<file path="src/rtl/grid_game_engine.sv">
// N x N, K-in-a-row two-party board engine: valid/ready move intake, turn and legality
// checks, a scanner that walks only the four lines through the last move, draw and restart.
module grid_game_engine #(
    parameter int N = 3,
    parameter int K = 3,
    localparam int CW = (N > 1) ? $clog2(N) : 1
) (
    input  logic          clock,
    input  logic          reset,
    input  logic          start,
    input  logic          move_valid,
    output logic          move_ready,
    input  logic [1:0]    move_who,
    input  logic [CW-1:0] move_row,
    input  logic [CW-1:0] move_col,
    output logic          move_ack,
    output logic          move_err,
    output logic [1:0]    turn,
    input  logic [CW-1:0] rd_row,
    input  logic [CW-1:0] rd_col,
    output logic [1:0]    rd_cell,
    output logic [7:0]    move_count,
    output logic          game_over,
    output logic [1:0]    winner,
    output logic          draw
);

    localparam int IW = (N * N > 1) ? $clog2(N * N) : 1;
    localparam int SW = CW + 2;
    localparam logic [CW:0]            N_EXT   = (CW + 1)'(N);
    localparam logic signed [SW-1:0]   N_S     = SW'(N);
    localparam logic signed [SW-1:0]   OFF_MAX = SW'(K - 1);
    localparam logic signed [SW-1:0]   OFF_MIN = -OFF_MAX;
    localparam logic signed [SW-1:0]   ONE_S   = SW'(1);
    localparam logic [SW-1:0]          ONE_U   = SW'(1);
    localparam logic [SW-1:0]          RUN_WIN = SW'(K);
    localparam logic [7:0]             CELLS   = 8'(N * N);

    typedef enum logic [1:0] {
        IDLE,
        WAIT_MOVE,
        CHECK,
        DONE
    } state_t;

    state_t                 state_q, state_d;
    logic [1:0]             board_q [N*N];
    logic [1:0]             board_d [N*N];
    logic [1:0]             turn_q, turn_d;
    logic [7:0]             count_q, count_d;
    logic [1:0]             winner_q, winner_d;
    logic                   draw_q, draw_d;
    logic                   ack_q, ack_d;
    logic                   err_q, err_d;
    logic [CW-1:0]          lastRow_q, lastRow_d;
    logic [CW-1:0]          lastCol_q, lastCol_d;
    logic [1:0]             lastWho_q, lastWho_d;
    logic [1:0]             dir_q, dir_d;
    logic signed [SW-1:0]   off_q, off_d;
    logic [SW-1:0]          run_q, run_d;

    logic                   moveInRange;
    logic [IW-1:0]          moveIdx;
    logic                   moveLegal;
    logic                   rdInRange;
    logic [IW-1:0]          rdIdx;
    logic signed [SW-1:0]   baseRow, baseCol;
    logic signed [SW-1:0]   scanRow, scanCol;
    logic                   scanInBounds;
    logic [IW-1:0]          scanIdx;
    logic                   scanHit;
    logic [SW-1:0]          runNext;

    assign moveInRange = ({1'b0, move_row} < N_EXT) && ({1'b0, move_col} < N_EXT);
    assign moveIdx     = IW'(int'(move_row) * N + int'(move_col));
    assign moveLegal   = moveInRange
                      && ((move_who == 2'b01) || (move_who == 2'b10))
                      && (move_who == turn_q)
                      && (board_q[moveIdx] == 2'b00);

    assign rdInRange = ({1'b0, rd_row} < N_EXT) && ({1'b0, rd_col} < N_EXT);
    assign rdIdx     = IW'(int'(rd_row) * N + int'(rd_col));
    assign rd_cell   = rdInRange ? board_q[rdIdx] : 2'b00;

    assign baseRow = $signed(SW'(lastRow_q));
    assign baseCol = $signed(SW'(lastCol_q));

    // Direction order: along the row, down the column, main diagonal, anti-diagonal.
    always_comb begin
        scanRow = baseRow;
        scanCol = baseCol;
        case (dir_q)
            2'd0: scanCol = baseCol + off_q;
            2'd1: scanRow = baseRow + off_q;
            2'd2: begin
                scanRow = baseRow + off_q;
                scanCol = baseCol + off_q;
            end
            default: begin
                scanRow = baseRow + off_q;
                scanCol = baseCol - off_q;
            end
        endcase
    end

    assign scanInBounds = !scanRow[SW-1] && (scanRow < N_S) && !scanCol[SW-1] && (scanCol < N_S);
    assign scanIdx      = IW'(int'(scanRow[CW-1:0]) * N + int'(scanCol[CW-1:0]));
    assign scanHit      = scanInBounds && (board_q[scanIdx] == lastWho_q);
    assign runNext      = scanHit ? (run_q + ONE_U) : '0;

    always_comb begin
        state_d   = state_q;
        board_d   = board_q;
        turn_d    = turn_q;
        count_d   = count_q;
        winner_d  = winner_q;
        draw_d    = draw_q;
        ack_d     = 1'b0;
        err_d     = 1'b0;
        lastRow_d = lastRow_q;
        lastCol_d = lastCol_q;
        lastWho_d = lastWho_q;
        dir_d     = dir_q;
        off_d     = off_q;
        run_d     = run_q;

        case (state_q)
            IDLE, DONE: begin
                if (start) begin
                    for (int i = 0; i < N * N; i++) begin
                        board_d[i] = 2'b00;
                    end
                    turn_d   = 2'b01;
                    count_d  = '0;
                    winner_d = 2'b00;
                    draw_d   = 1'b0;
                    state_d  = WAIT_MOVE;
                end
            end
            WAIT_MOVE: begin
                if (move_valid) begin
                    if (moveLegal) begin
                        board_d[moveIdx] = move_who;
                        count_d   = count_q + 8'd1;
                        ack_d     = 1'b1;
                        lastRow_d = move_row;
                        lastCol_d = move_col;
                        lastWho_d = move_who;
                        dir_d     = 2'd0;
                        off_d     = OFF_MIN;
                        run_d     = '0;
                        state_d   = CHECK;
                    end else begin
                        err_d = 1'b1;
                    end
                end
            end
            CHECK: begin
                if (runNext == RUN_WIN) begin
                    winner_d = lastWho_q;
                    turn_d   = 2'b00;
                    state_d  = DONE;
                end else if (off_q == OFF_MAX) begin
                    // A run never carries across directions.
                    run_d = '0;
                    off_d = OFF_MIN;
                    if (dir_q == 2'd3) begin
                        if (count_q == CELLS) begin
                            draw_d  = 1'b1;
                            turn_d  = 2'b00;
                            state_d = DONE;
                        end else begin
                            turn_d  = (turn_q == 2'b01) ? 2'b10 : 2'b01;
                            state_d = WAIT_MOVE;
                        end
                    end else begin
                        dir_d = dir_q + 2'd1;
                    end
                end else begin
                    run_d = runNext;
                    off_d = off_q + ONE_S;
                end
            end
            default: state_d = IDLE;
        endcase
    end

    always_ff @(posedge clock or negedge reset) begin
        if (!reset) begin
            state_q   <= IDLE;
            for (int i = 0; i < N * N; i++) begin
                board_q[i] <= 2'b00;
            end
            turn_q    <= 2'b00;
            count_q   <= '0;
            winner_q  <= 2'b00;
            draw_q    <= 1'b0;
            ack_q     <= 1'b0;
            err_q     <= 1'b0;
            lastRow_q <= '0;
            lastCol_q <= '0;
            lastWho_q <= 2'b00;
            dir_q     <= 2'd0;
            off_q     <= '0;
            run_q     <= '0;
        end else begin
            state_q   <= state_d;
            board_q   <= board_d;
            turn_q    <= turn_d;
            count_q   <= count_d;
            winner_q  <= winner_d;
            draw_q    <= draw_d;
            ack_q     <= ack_d;
            err_q     <= err_d;
            lastRow_q <= lastRow_d;
            lastCol_q <= lastCol_d;
            lastWho_q <= lastWho_d;
            dir_q     <= dir_d;
            off_q     <= off_d;
            run_q     <= run_d;
        end
    end

    assign move_ready = (state_q == WAIT_MOVE);
    assign game_over  = (state_q == DONE);
    assign move_ack   = ack_q;
    assign move_err   = err_q;
    assign turn       = turn_q;
    assign move_count = count_q;
    assign winner     = winner_q;
    assign draw       = draw_q;

endmodule

</file>
<file path="config.mk">
export PLATFORM = sky130hd
export DESIGN_NAME = grid_game_engine
export DESIGN_NICKNAME = d
export VERILOG_FILES = /design/src/rtl/grid_game_engine.sv
export SDC_FILE = /design/constraint.sdc
export NUM_CORES = 1
export LEC_CHECK = 0
export ABC_AREA = 1
export BUFFER_PORTS_ARGS = -buffer_cell sky130_fd_sc_hd__buf_2
export CAP_MARGIN = 20
export CORE_MARGIN = 2
export CORE_UTILIZATION = 65
export CTS_CLUSTER_DIAMETER = 60
export CTS_CLUSTER_SIZE = 10
export DETAILED_ROUTE_END_ITERATION = 8
export GPL_TIMING_DRIVEN = 1
export PLACE_DENSITY_LB_ADDON = 0.2
export SKIP_CTS_REPAIR_TIMING = 1
export SYNTH_ARGS = -nofsm -noshare
export SYNTH_HDL_FRONTEND = slang
export SYNTH_SLANG_ARGS = --single-unit
</file>
<file path="constraint.sdc">
create_clock -name clock -period 9.4 [get_ports clock]
set_clock_uncertainty 0.1 [all_clocks]
set_input_delay 0 -clock clock [delete_from_list [all_inputs] [get_ports clock]]
set_output_delay 0 -clock clock [all_outputs]
set_load 0.02 [all_outputs]
</file>
# Word-level counts from Yosys, hierarchy flattened
# Index checks and enable logic that the tools add are counted.
# totals
ff_bits	51
inputBits	14
output_inout_bits	19
# op_classes
n_addsub	10
n_mul	3
n_lt_le_gt_ge	10
eq_ne	25
muxes	69
bitwise_logic	3
n_reduce_logical	29
# op_table
cell	n
2-to-1 mux 18 bit	3
2-to-1 mux 2 bit	27
2-to-1 mux 4 bit	10
case mux 18 bit (2 select lines)	1
binary-select mux 2 bit (select 4 bit)	3
2-to-1 mux 8 bit	3
case mux 4 bit (2 select lines)	3
bitwise mux 18 bit	1
inequality test 2 bit (second input constant)	8
case mux 8 bit (2 select lines)	1
>= comparator 5 bit (second input constant)	3
inverter 4 -> 5 bit	3
adder 4 x 2 -> 4 bit	3
multiplier 2 x 2 -> 4 bit (second input constant)	3
case mux 2 bit (2 select lines)	3
AND reduction 4 bit	3
AND reduction 6 bit	2
2-to-1 mux 1 bit	11
equality test 2 bit (second input constant)	5
logical AND 1 bit	10
adder 3 x 4 -> 4 bit	2
adder 8 x 1 -> 8 bit (second input constant)	1
demux 2 bit (select 4 bit)	1
equality test 2 x 1 -> 1 bit (second input constant)	4
other kinds (22)	35

# Logic depth before layout (Yosys ltp)
# logic_depth
depth_word	14
ltp_mapped	25
ltp_nobuf	25

# Worst setup path before layout
# Ideal clock, no wire load.
# synth_timing
path_type	reg2reg
start	register dir_q[0]
end	register off_q[2]
arrival_time_ns	3.878
t_required_ns	9.177
path_slack_ns	5.299
path_stages_with_launch	24
period_less_slack_ns	4.101
path_cell_list	dfrtp_1 -> inv_1 -> ha_1 -> nor2_4 -> nand2_1 -> o21ai_0 -> inv_1 -> fa_1 -> o21ai_2 -> fa_1 -> ha_1 -> inv_1 -> fa_1 -> and3_1 -> nand2_1 -> nand2_1 -> nand3_1 -> nand2_2 -> nor2_4 -> nand4_4 -> nand2_4 -> inv_4 -> o21ai_1 -> o21ai_1
# synth_between
elab_chain_len	14
elab_cells_between_ends	25
cone_classes	add/sub: 1; mul: 1; order compare: 2; eq/ne: 5; mux: 6; bitwise: 1; reduce/logical: 9
# synth_lines
item	line_no	source
from (decl)	58	logic [1:0] dir_q, dir_d;
from (signal assigned)	218	dir_q <= dir_d;
zero test 2 bit or equality test 2 bit (tied branches)	92	case (dir_q)
2-to-1 mux 4 bit or OR reduction 2 bit (tied branches)	--	
multiplier 2 x 2 -> 4 bit or case mux 4 bit (2 select lines) (tied branches)	107, 92	
adder 4 x 2 -> 4 bit	107	assign scanIdx = IW'(int'(scanRow[CW-1:0]) * N + int'(scanCol[CW-1:0]));
inverter 4 -> 5 bit (implied by the code)	108	assign scanHit = scanInBounds && (board_q[scanIdx] == lastWho_q);
binary-select mux 2 bit (select 4 bit)	108	
2-to-1 mux 2 bit (implied by the code) (2 in series)	108	
equality test 2 bit	108	
logical AND 1 bit *	108	
2-to-1 mux 4 bit *	109	assign runNext = scanHit ? (run_q + ONE_U) : '0;
equality test 4 x 2 -> 1 bit *	159	if (runNext == RUN_WIN) begin
inequality test 2 bit (no line) *	--	
AND reduction 4 bit (no line) *	--	
to (signal assigned)	204	off_q <= '0;
to (signal assigned)	219	off_q <= off_d;
to (decl)	59	logic signed [SW-1:0] off_q, off_d;
# Mark *: on every way between the ends. The rest lies on a longest branch, timed or not. The select of a mux whose other input is x is not followed.
# A chain may end at the register's enable or synchronous reset.

# Worst setup path in the final report
# Ends and elaborated chain as after synthesis.

==> impl_metrics.tcl <==
set metrics [dict create \
    outcome "finished clean" \
    diodes 0 \
    antenna_found_initial 0 \
    syn_avg_cell_area_sq_um 7.337 \
    critical_path.endpoint "off_q[2]" \
    clock_sinks 51 \
    tightest_slew_ns 0.8156 \
    cp_max_fo 10 \
    cts_htree_levels 2 \
    die_h_um 81.27 \
    rsz0062_at_grt "false" \
    root_buffer "clkbuf_8" \
    finalWorstSetupSlack_ns 4.817 \
    post-place-ws_ns 4.843 \
    drive_gt1_frac 0.1272 \
    synthTopCellsByCount "nand2_1 (142), inv_1 (69), dfrtp_1 (51)" \
    worstPathArrival_ns 4.69 \
    synth_top_area_cell "dfrtp_1" \
    yosysMostFrequentCell "nand2_1" \
    worstSetupStartpoint "dir_q[0]" \
    overflow 0 \
    die-area_sq_mm 0.006605 \
    ys.flop_type "dfrtp_1" \
    grt_pass1_vias 3461 \
    clkTransAtPathRegs_ns 0.10 \
    cts-buffers-inserted 5 \
    die_w_um 81.27 \
    yosysWarningCount 0 \
    ios 33 \
    maxSlewViolCount 0 \
    wire_per_inst_um 14.75 \
    drc 0 \
    synth_seq_cells 51 \
    port_buffers 32 \
    syn2layout_area_growth_pct 10.09 \
    core_sq_mm 0.005851 \
    finalHoldViolations 0 \
    max_freq_mhz 218.2 \
    nets 614 \
    seq_area_frac_synth 0.3288 \
    cp-start-kind "register" \
    end_kind "register" \
    r2r_setup_slack_ns 4.82 \
    drt-initial-drc-count 370 \
    dp_hpwl_um 7041 \
    place_area_sq_mm 0.004101 \
    async_flop_share 1.000 \
    synth_edf_count 0 \
    yosys.area.top_type_share 0.3288 \
    grt_pass1_wl_um 15800 \
    clock_path_buffers 2 \
    insertion_delay_ns 0.31 \
    design_area_sq_mm 0.004273 \
    std_cell_rows 28 \
    cts_tree "yes" \
    syn_inst 529 \
    fill_cells 448 \
    start_util 0.6634 \
    track_usage 0.3061 \
    via_count 3693 \
    max_slew_margin 0.4562 \
    viasPerCell 5.761 \
    gp_congestion 0.9031 \
    power_density_mw_per_mm2 358.3 \
    drtPass1Iterations 5 \
    synth_area_sq_mm 0.003881 \
    ff2ff_path_depth 22 \
    hold_class "in -> reg" \
    synth.area.top_cells "dfrtp_1 (33%), nand2_1 (14%), ha_1 (8.7%)" \
    synth_cell_types 41 \
    grt_max_degree 29 \
    worstSetupPathType "reg -> reg" \
    reg2reg_to "off_q[2]" \
    setup_viol 0 \
    finalCriticalPeriod_ns 4.583 \
    p_leak_nw 2.126 \
    wirelength_um 9456 \
    ir_drop_mv 0.2237 \
    r2r_start "dir_q[0]" \
    finalSetupTns_ns 0 \
    critPathRequiredTime_ns 9.50 \
    fin_crit_sh 0.4876 \
    syn-num-nets 578 \
    maxCapViolCount 0 \
    antenna_left 0 \
]
==> power by group <==
group,total (mW),internal (mW),switching (mW)
combinational,1.05,0.352,0.696
sequential,0.348,0.276,0.0725
clock,0.135,0.0541,0.0807
total,1.53,0.682,0.849
==> layout make-up <==
class | instances | area, sq um | share of cell area
clock buffers | 5 | 68.82 | 0.01611
clock inverters | 3 | 22.52 | 0.005271
inverters | 73 | 276.5 | 0.06471
multi-input cells | 393 | 2275 | 0.5324
flip-flops and latches | 51 | 1276 | 0.2987
well taps | 75 | 93.84 | 0.02196
repair buffers | 41 | 260.3 | 0.06091
==> cell families (layout without fill, tap and decap cells) <==
kind of cell    after synthesis  count (layout)  synth area share
buf+inv                      85             122           0.08511
flops                        51              51            0.3288
simple gates                250             250            0.2898
xor+xnor                      7               7           0.01580
compound gates              101             101            0.1522
fa+ha+maj                    35              35            0.1283
==> worst max-delay path: stages, from the launching register on <==
cell and delay, ns:
dfrtp_1 0.43, inv_1 0.11, ha_1 0.27, nor2_4 0.08, o21ai_0 0.26, inv_1 0.10, fa_1 0.50, o21ai_2 0.24
fa_1 0.47, ha_1 0.22, inv_1 0.06, fa_1 0.46, and3_1 0.21, nand2_1 0.06, nand2_1 0.06, nand3_1 0.10
nand2_2 0.07, nor2_4 0.15, nand4_4 0.14, nand2_4 0.13, inv_4 0.07, o21ai_1 0.09, o21ai_1 0.09
==> routing by layer <==
layer / GRT usage / routed length, um / vias up
met4: 0.09153 / 187 / 0
li1: - / - / 1814
met5: 0 / 0 / -
met1: 0.4309 / 4114 / 1713
met2: 0.4951 / 4589 / 142
met3: 0.03778 / 564 / 24
==> worst min-delay path by stage <==
stage                      from       endpoint  slack, ns  cells past startpoint
floorplan                 reset     board_q[0]      -0.40                      0
global placement    move_col[0]   lastCol_q[0]       0.15                      3
detailed placement        reset  move_count[4]      -0.07                      1
CTS                       reset  move_count[4]      -0.42                      1
global route              start  move_count[1]       0.02                      3
finish                    start  move_count[1]       0.01                      3
==> through the flow <==
step | hold WS [ns] | instances | utilization | power, mW
2_1_floorplan | -0.3956 | 529 | - | 1.152
3_3_place_gp | 0.1497 | 624 | 0.6976 | 1.336
3_5_place_dp | -0.07474 | 625 | 0.7010 | 1.372
4_1_cts | -0.4194 | 633 | 0.7166 | 1.512
5_1_grt | 0.02075 | 641 | 0.7303 | 1.681
6_report | 0.01361 | 641 | 0.7303 | 1.531
==> registers in the layout (all words and copies together), names as in the netlist, 2 cells and up <==
name,flops
off_q,4
lastWho_q,2
lastRow_q,2
run_q,4
winner,2
board_q,18
turn,2
lastCol_q,2
dir_q,2
state_q,2
move_count,8
==> cells in the final DEF (no fill, tap or decap), drive strengths merged <==
cell,Yosys,routed
buf,6,33
o221ai,1,1
a21boi,1,1
clkinv,0,1
nor3,4,4
clkbuf,6,5
nand4,8,8
dlygate4sd3,0,8
nand2,152,152
o31ai,8,8
nor4,2,2
nand3,48,48
inv,73,75
nor2,32,32
o311ai,1,1
o211ai,10,10
o21ai,61,61
xnor2,2,2
a21oi,14,14
or2,3,3
a221oi,1,1
ha,27,27
a31oi,1,1
o22ai,1,1
a31o,1,1
xor2,5,5
and3,1,1
dfrtp,51,51
a32o,1,1
fa,8,8
Power figures use the tool's default switching activity.
